File: src/rtl/sprite_descriptor_writer.sv
// Sprite descriptor writer.
// Game logic posts sprite updates through a valid/ready handshake. Each update
// is clamped to the screen and packed into a shadow bank. On frame_sync the
// shadow bank is copied into the active bank, one slot per cycle, so the
// renderer only ever sees whole frames. The active descriptor of rd_id is
// presented on a registered 64-bit bus.
module sprite_descriptor_writer #(
    parameter int NUM_SPRITES = 4,
    parameter int ID_W        = 2,
    parameter int SCREEN_W    = 640,
    parameter int SCREEN_H    = 480
) (
    input  logic                   clock,
    input  logic                   reset,
    input  logic                   upd_valid,
    output logic                   upd_ready,
    input  logic [ID_W-1:0]        upd_id,
    input  logic [15:0]            upd_x,
    input  logic [15:0]            upd_y,
    input  logic [15:0]            upd_w,
    input  logic [15:0]            upd_h,
    input  logic                   frame_sync,
    input  logic [ID_W-1:0]        rd_id,
    output logic [63:0]            sprite_data,
    output logic [NUM_SPRITES-1:0] pending,
    output logic                   commit_done
);

    typedef enum logic [0:0] {
        IDLE   = 1'b0,
        COMMIT = 1'b1
    } state_t;

    localparam logic [ID_W-1:0] LAST_ID  = ID_W'(NUM_SPRITES - 1);
    localparam logic [15:0]     SCR_W_16 = 16'(SCREEN_W);
    localparam logic [15:0]     SCR_H_16 = 16'(SCREEN_H);

    // Clamp an update so that X+W and Y+H never exceed the screen, then pack
    // it as {X, Y, W, H}. Width and height are clamped first so the
    // remaining room for the origin can never go negative.
    function automatic logic [63:0] pack_descriptor(
        input logic [15:0] x,
        input logic [15:0] y,
        input logic [15:0] w,
        input logic [15:0] h
    );
        logic [15:0] w_c;
        logic [15:0] h_c;
        logic [15:0] x_lim;
        logic [15:0] y_lim;
        logic [15:0] x_c;
        logic [15:0] y_c;
        w_c   = (w > SCR_W_16) ? SCR_W_16 : w;
        h_c   = (h > SCR_H_16) ? SCR_H_16 : h;
        x_lim = SCR_W_16 - w_c;
        y_lim = SCR_H_16 - h_c;
        x_c   = (x > x_lim) ? x_lim : x;
        y_c   = (y > y_lim) ? y_lim : y;
        return {x_c, y_c, w_c, h_c};
    endfunction

    state_t                 state_r;
    logic [ID_W-1:0]        cnt_r;
    logic [63:0]            shadow_r [NUM_SPRITES];
    logic [63:0]            active_r [NUM_SPRITES];
    logic [NUM_SPRITES-1:0] pending_r;
    logic                   commit_done_r;
    logic                   upd_ready_r;
    logic [63:0]            sprite_data_r;

    logic                   handshake_s;
    logic [63:0]            new_desc_s;
    logic [63:0]            read_data_s;

    // Handshake qualification, clamp/pack of the incoming update, and the
    // readout source: the slot being copied this cycle is forwarded from the
    // shadow bank so the bus shows the post-copy value right after the edge.
    always_comb begin
        handshake_s = upd_valid & upd_ready_r;
        new_desc_s  = pack_descriptor(upd_x, upd_y, upd_w, upd_h);
        if ((state_r == COMMIT) && (cnt_r == rd_id)) begin
            read_data_s = shadow_r[cnt_r];
        end else begin
            read_data_s = active_r[rd_id];
        end
    end

    // Update/commit state machine, both descriptor banks and all registered outputs.
    always_ff @(posedge clock) begin
        if (reset) begin
            state_r       <= IDLE;
            cnt_r         <= '0;
            pending_r     <= '0;
            commit_done_r <= 1'b0;
            upd_ready_r   <= 1'b0;
            sprite_data_r <= 64'h0;
            for (int i = 0; i < NUM_SPRITES; i++) begin
                shadow_r[i] <= 64'h0;
                active_r[i] <= 64'h0;
            end
        end else begin
            commit_done_r <= 1'b0;
            sprite_data_r <= read_data_s;
            case (state_r)
                IDLE: begin
                    if (handshake_s) begin
                        shadow_r[upd_id]  <= new_desc_s;
                        pending_r[upd_id] <= 1'b1;
                    end else begin
                        pending_r <= pending_r;
                    end
                    if (frame_sync) begin
                        state_r     <= COMMIT;
                        cnt_r       <= '0;
                        upd_ready_r <= 1'b0;
                    end else begin
                        upd_ready_r <= 1'b1;
                    end
                end
                COMMIT: begin
                    active_r[cnt_r]  <= shadow_r[cnt_r];
                    pending_r[cnt_r] <= 1'b0;
                    cnt_r            <= cnt_r + ID_W'(1);
                    if (cnt_r == LAST_ID) begin
                        state_r       <= IDLE;
                        commit_done_r <= 1'b1;
                        upd_ready_r   <= 1'b1;
                    end else begin
                        upd_ready_r   <= 1'b0;
                    end
                end
                default: begin
                    state_r     <= IDLE;
                    cnt_r       <= '0;
                    upd_ready_r <= 1'b0;
                end
            endcase
        end
    end

    assign upd_ready   = upd_ready_r;
    assign sprite_data = sprite_data_r;
    assign pending     = pending_r;
    assign commit_done = commit_done_r;

endmodule

File: config.mk
export PLATFORM = sky130hd
export DESIGN_NAME = sprite_descriptor_writer
export DESIGN_NICKNAME = d
export VERILOG_FILES = /design/src/rtl/sprite_descriptor_writer.sv
export SDC_FILE = /design/constraint.sdc
export NUM_CORES = 1
export LEC_CHECK = 0
export CORE_MARGIN = 10
export CORE_UTILIZATION = 55
export CTS_CLUSTER_SIZE = 24
export DETAILED_ROUTE_END_ITERATION = 16
export GPL_TIMING_DRIVEN = 0
export HOLD_SLACK_MARGIN = 0.12
export PLACE_DENSITY = 0.74
export REMOVE_ABC_BUFFERS = 1
export SYNTH_ARGS = -nofsm -noshare
export SYNTH_HDL_FRONTEND = slang
export SYNTH_SLANG_ARGS = --single-unit
File: constraint.sdc
create_clock -name clock -period 6.09 [get_ports clock]
set_input_delay 0.609 -clock clock [delete_from_list [all_inputs] [get_ports clock]]
set_output_delay 0.609 -clock clock [all_outputs]
set_load 0.02 [all_outputs]
# ---- Word level (Yosys, flattened, before mapping)
# Memories as Yosys holds them, arrays and structs flattened. A register that Yosys moved wholly into a read port is not among the register bits.
# Index checks and enable logic that the tools add are counted.
dict set report word_totals {
  n_memories 2
  register_bits 9
  inputBits 72
  out_inout_bits 70
  ramBits 512
  elab_cells 66
}
dict set report classes {
  n_reduce_logical 5
  order_cmp 8
  addsub 3
  n_eq_ne 3
  bitwise_logic 5
  muxes 35
}
# memory depth width rd rd_clocked_by_memory_dff wr line_no
set memory_table {}
lappend memory_table {active_r 4 64 1 1 4 65} ;# logic [63:0] active_r [NUM_SPRITES];
lappend memory_table {shadow_r 4 64 1 1 4 64} ;# logic [63:0] shadow_r [NUM_SPRITES];
# operator n
set op_table {}
lappend op_table {{$mux W64} 2}
lappend op_table {{$reduce_or A64 Y1} 2}
lappend op_table {{$mux W16} 4}
lappend op_table {{$gt A16 B16 Y1} 2}
lappend op_table {{$mux W1} 17}
lappend op_table {{$gt A16 B10 Y1 const B} 1}
lappend op_table {{$gt A16 B9 Y1 const B} 1}
lappend op_table {{$sub A10 B16 Y16 const A} 1}
lappend op_table {{$sub A9 B16 Y16 const A} 1}
lappend op_table {{$mux W2} 5}
lappend op_table {{$pmux W4 S2} 1}
lappend op_table {{$lt A2 B3 Y1 const B} 2}
lappend op_table {{$and A4 B4 Y4} 1}
lappend op_table {{$demux W1 S2} 2}
lappend op_table {{$ge A2 B1 Y1 const B} 2}
lappend op_table {{$mux W4} 1}
lappend op_table {{$ne A2 B2 Y1 const B} 2}
lappend op_table {{$not A4 Y4} 1}
lappend op_table {{$or A4 B4 Y4} 1}
lappend op_table {{$pmux W1 S2} 2}
lappend op_table {{$pmux W2 S2} 1}
lappend op_table {{$add A2 B1 Y2 const B} 1}
lappend op_table {{$eq A2 B2 Y1 const B} 1}
lappend op_table {{$logic_and A1 B1 Y1} 2}
lappend op_table {{other kinds (3)} 3}

# ---- Logic depth before layout (Yosys ltp)
dict set report logic_depth {
  word_depth 7
  mapped_depth 17
  depth_no_buf 15
}

# ---- Worst setup path before layout
# Ideal clock, no wire load.
dict set report synth_timing {
  path_kind {input -> register}
  startpoint {input port upd_w[14]}
  endpoint {memory shadow_r[1][48], data pin}
  path_stages 17
  arrival_time_ps 4172
  setup_ps 265
  path_buffers 2
  setup_slack_ps 1653
  required_ps 5825
  cell_sequence {nor4_1 > nand2_1 > a21oi_1 > nand2_1 > ha_1 > buf_6 > nor2_8 > inv_1 > a32o_1 > ha_1 > a21o_1 > a21oi_1 > o32ai_1 > o41ai_4 > buf_6 > mux2i_1 > nor2_1}
}
# element line_no
set synth_lines {}
lappend synth_lines {{start, declared} 20} ;# input logic [15:0] upd_w,
lappend synth_lines {{end, declared} 64}

==> flow_metrics.tcl <==
set metrics [dict create \
    leakage_nw 10.8 \
    hold_start "reset" \
    synth_edf_count 512 \
    rrSetupSlack_ns 2.30 \
    dpl.hpwl_um 36400 \
    setup.worst_path.start_class "input port" \
    vias 14991 \
    wl_per_cell_um 23.5 \
    hp-class "in -> reg" \
    worstReg2RegEnd "active_r[0][26]" \
    grtUsageTotal_pct 21.8 \
    synth_ff_type "edfxtp_1" \
    cts_hold_buf 0 \
    coreArea_sq_mm 0.0457 \
    synth_area_sq_mm 0.0255 \
    drc 0 \
    setup_ws_ns 0.489 \
    ioPinCount 142 \
    grt_pass1_vias 15540 \
    pre_cts_slack_ns -0.0880 \
    dr.pass1.iters 6 \
    numCtsBuffers 57 \
    finalClockSkew_ns 0.0200 \
    maxSlewViolCount 0 \
    synth.most_common_cell "edfxtp_1" \
    hold_violations 0 \
    power.density_mw_per_mm2 300 \
    clk_latency_ns 0.63 \
    path_cells "clkdlybuf4s50_1 > nor4_1 > nand2_1 > a21oi_1 > nand2_1 > ha_1 > nor2_8 > inv_1 > a32o_1 > ha_1 > a21o_1 > a21oi_1 > o32ai_1 > o41ai_4 > mux2i_1 > nor2_1" \
    nNetsFinal 2054 \
    rsz0062_at_grt "no" \
    area_delta_synth_final_pct 17.5 \
    row_count 78 \
    p_sw_w 0.00202 \
    drt_wl_total_um 60900 \
    arrival_ns 5.96 \
    setup_viol 0 \
    root_buffer "clkbuf_16" \
    min_to "sprite_data[60]" \
    ys_seq_area_share_pct 66.1 \
    grt_pass1_wl_um 93700 \
    final_cells 2593 \
    required_ns 6.45 \
    antenna_found_initial 2 \
    cp-end-kind "flop" \
    p_comb_share_pct 8.7 \
    fin_crit_sh_pct 92.0 \
    cap_violations 0 \
    async_reset_ff_share_pct 0 \
    yosysWarningCount 0 \
    tightest_slew_ns 1.26 \
    clock-sinks 587 \
    grt.overflow.total 0 \
    min_delay_path_depth 2 \
    synthCells 1773 \
    postCtsResizedCells 0 \
    cts_buffer_depth 3 \
    placed_cells 2485 \
    ys_seq_elements 587 \
    relSlewSlack_pct 15.8 \
    status "finished, final reports clean" \
    ir_worst_vdd_v 0.000209 \
    cp_max_fo 16 \
    grt_max_degree 66 \
    yosysTopAreaCell "edfxtp_1" \
    reg2reg_from "state_r" \
    first_iter_violations 1313 \
    timing.fmax_mhz 179 \
    ys_types 60 \
    cpPeakStageDelay_ns 1.12 \
    drive_above_1_share_pct 14.5 \
    post_cts_buffers 0 \
    clkTransAtPathRegs_ns 0.06 \
    critPathSlowestCell "o41ai_4" \
    p_int_w 0.00699 \
    fin_crit_ns 5.60 \
    die_x_um 235 \
    clkPwrFrac_pct 39.9 \
    die_h_um 235 \
    critPathKind "in -> reg" \
    p_seq_share_pct 51.4 \
    tritoncts "built" \
    yosysTopAreaCellShare_pct 60.2 \
    h-tree-depth 2 \
    viasPerCell 5.78 \
    synth.area.top_cells "edfxtp_1 60%, mux4_2 11%, and2_1 6.4%" \
    initial_core_util_pct 55.9 \
    swShare_pct 22.5 \
    synth_commonest_cells "512 x edfxtp_1, 262 x and2_1, 213 x nor2_1" \
    portBuffers 141 \
    gp_congestion 0.885 \
    drtAntennaViolNets 0 \
    dieArea_sq_mm 0.0554 \
    reg2reg_depth 5 \
    syn_area_per_cell_sq_um 14.4 \
]
[sequential cells by signal, summed over array words and instances, names as in the netlist, named ones only]
register / count
state_r: 1
shadow_r: 256
upd_ready: 1
sprite_data: 64
active_r: 256
commit_done: 1
cnt_r: 2
pending: 4
[worst max-delay path, delay by kind of cell]
kind                     cells  cell delay [ns]
AND/OR/NAND/NOR              5             1.36
adder cells (fa/ha/maj)      2             0.72
multiplexers                 1             0.57
buffers and inverters        2             0.48
AO/OA/AOI/OAI                6             2.20
[cell usage in the layout (no fill, tap or decap), types with 7 or more instances in the layout]
cell type and count:
and3_1 7, nand4_1 7, clkbuf_16 57, buf_16 15, nand2_1 158, a21oi_1 83, and2_1 262, clkinv_1 8
buf_12 8, nor2_1 213, inv_1 35, o21ai_0 10, mux2i_1 11, clkinv_2 12, mux4_2 128, mux2_2 13
clkbuf_8 9, clkdlybuf4s50_1 138, ha_1 38, nor3_1 14, dfxtp_1 73, nand3_1 15, edfxtp_1 512, conb_1 59
clkbuf_1 10
[metal layers]
layer  wire [um]  GRT usage, %  vias up
li1            -             -     6750
met1       23600          27.2     7514
met2       31000          37.6      604
met3        4460          4.30      121
met4        1730          6.97        2
met5           7             0        -
[how the worst max path moves through the flow]
stage                     slack, ns               to      start  cells past startpoint
final                          0.49  shadow_r[0][48]  upd_w[14]                     16
after global routing           0.11  shadow_r[0][48]  upd_w[14]                     16
after CTS                      0.58  shadow_r[0][48]  upd_w[14]                     16
after detailed placement      -0.09  shadow_r[0][48]  upd_w[14]                     16
after global placement        -7.63  active_r[2][10]      reset                      4
after floorplan                1.40  shadow_r[1][48]  upd_w[14]                     15
[final cells by class]
class / count / area, sq um
sequential: 587 / 16900
fill: 3208 / 15700
multi-input combinational: 1099 / 8340
timing repair buffer: 164 / 1980
clock buffer: 76 / 1590
tap: 600 / 751
clock inverter: 31 / 323
inverter: 35 / 131
antenna: 1 / 2.50
[stage by stage]
stage                     TNS [ns]  total power (W)  utilization, %  hold WS (ns)  area (sq um)
final                            0          0.00902            65.7         0.463         30000
after global routing             0          0.00928            65.7         0.459         30000
after CTS                        0          0.00905            65.7         0.427         30000
after detailed placement    -0.600          0.00550            61.5         0.497         28100
after global placement    -4253.74          0.00548            60.0         0.471         27400
after floorplan                  0          0.00512               -         0.595         25200
[cell families after synthesis]
kind of cell | synth area share (%)
AND/OR/NAND/NOR | 13.8
flip-flops | 66.1
multiplexers | 12.4
buffers and inverters | 2.47
AO/OA/AOI/OAI | 3.01
adder cells (fa/ha/maj) | 1.86
XOR/XNOR | 0.304
other | 0.0294
[power by group through the flow]
| stage | combinational [W] | sequential, W | clock [W] |
|---|---|---|---|
| after detailed placement | 0.000785 | 0.00472 | 0 |
| after floorplan | 0.000379 | 0.00475 | 0 |
| after CTS | 0.000790 | 0.00463 | 0.00363 |
| after global routing | 0.000844 | 0.00465 | 0.00379 |
| final | 0.000786 | 0.00463 | 0.00360 |
| after global placement | 0.000749 | 0.00473 | 0 |
Power figures use the tool's default switching activity.
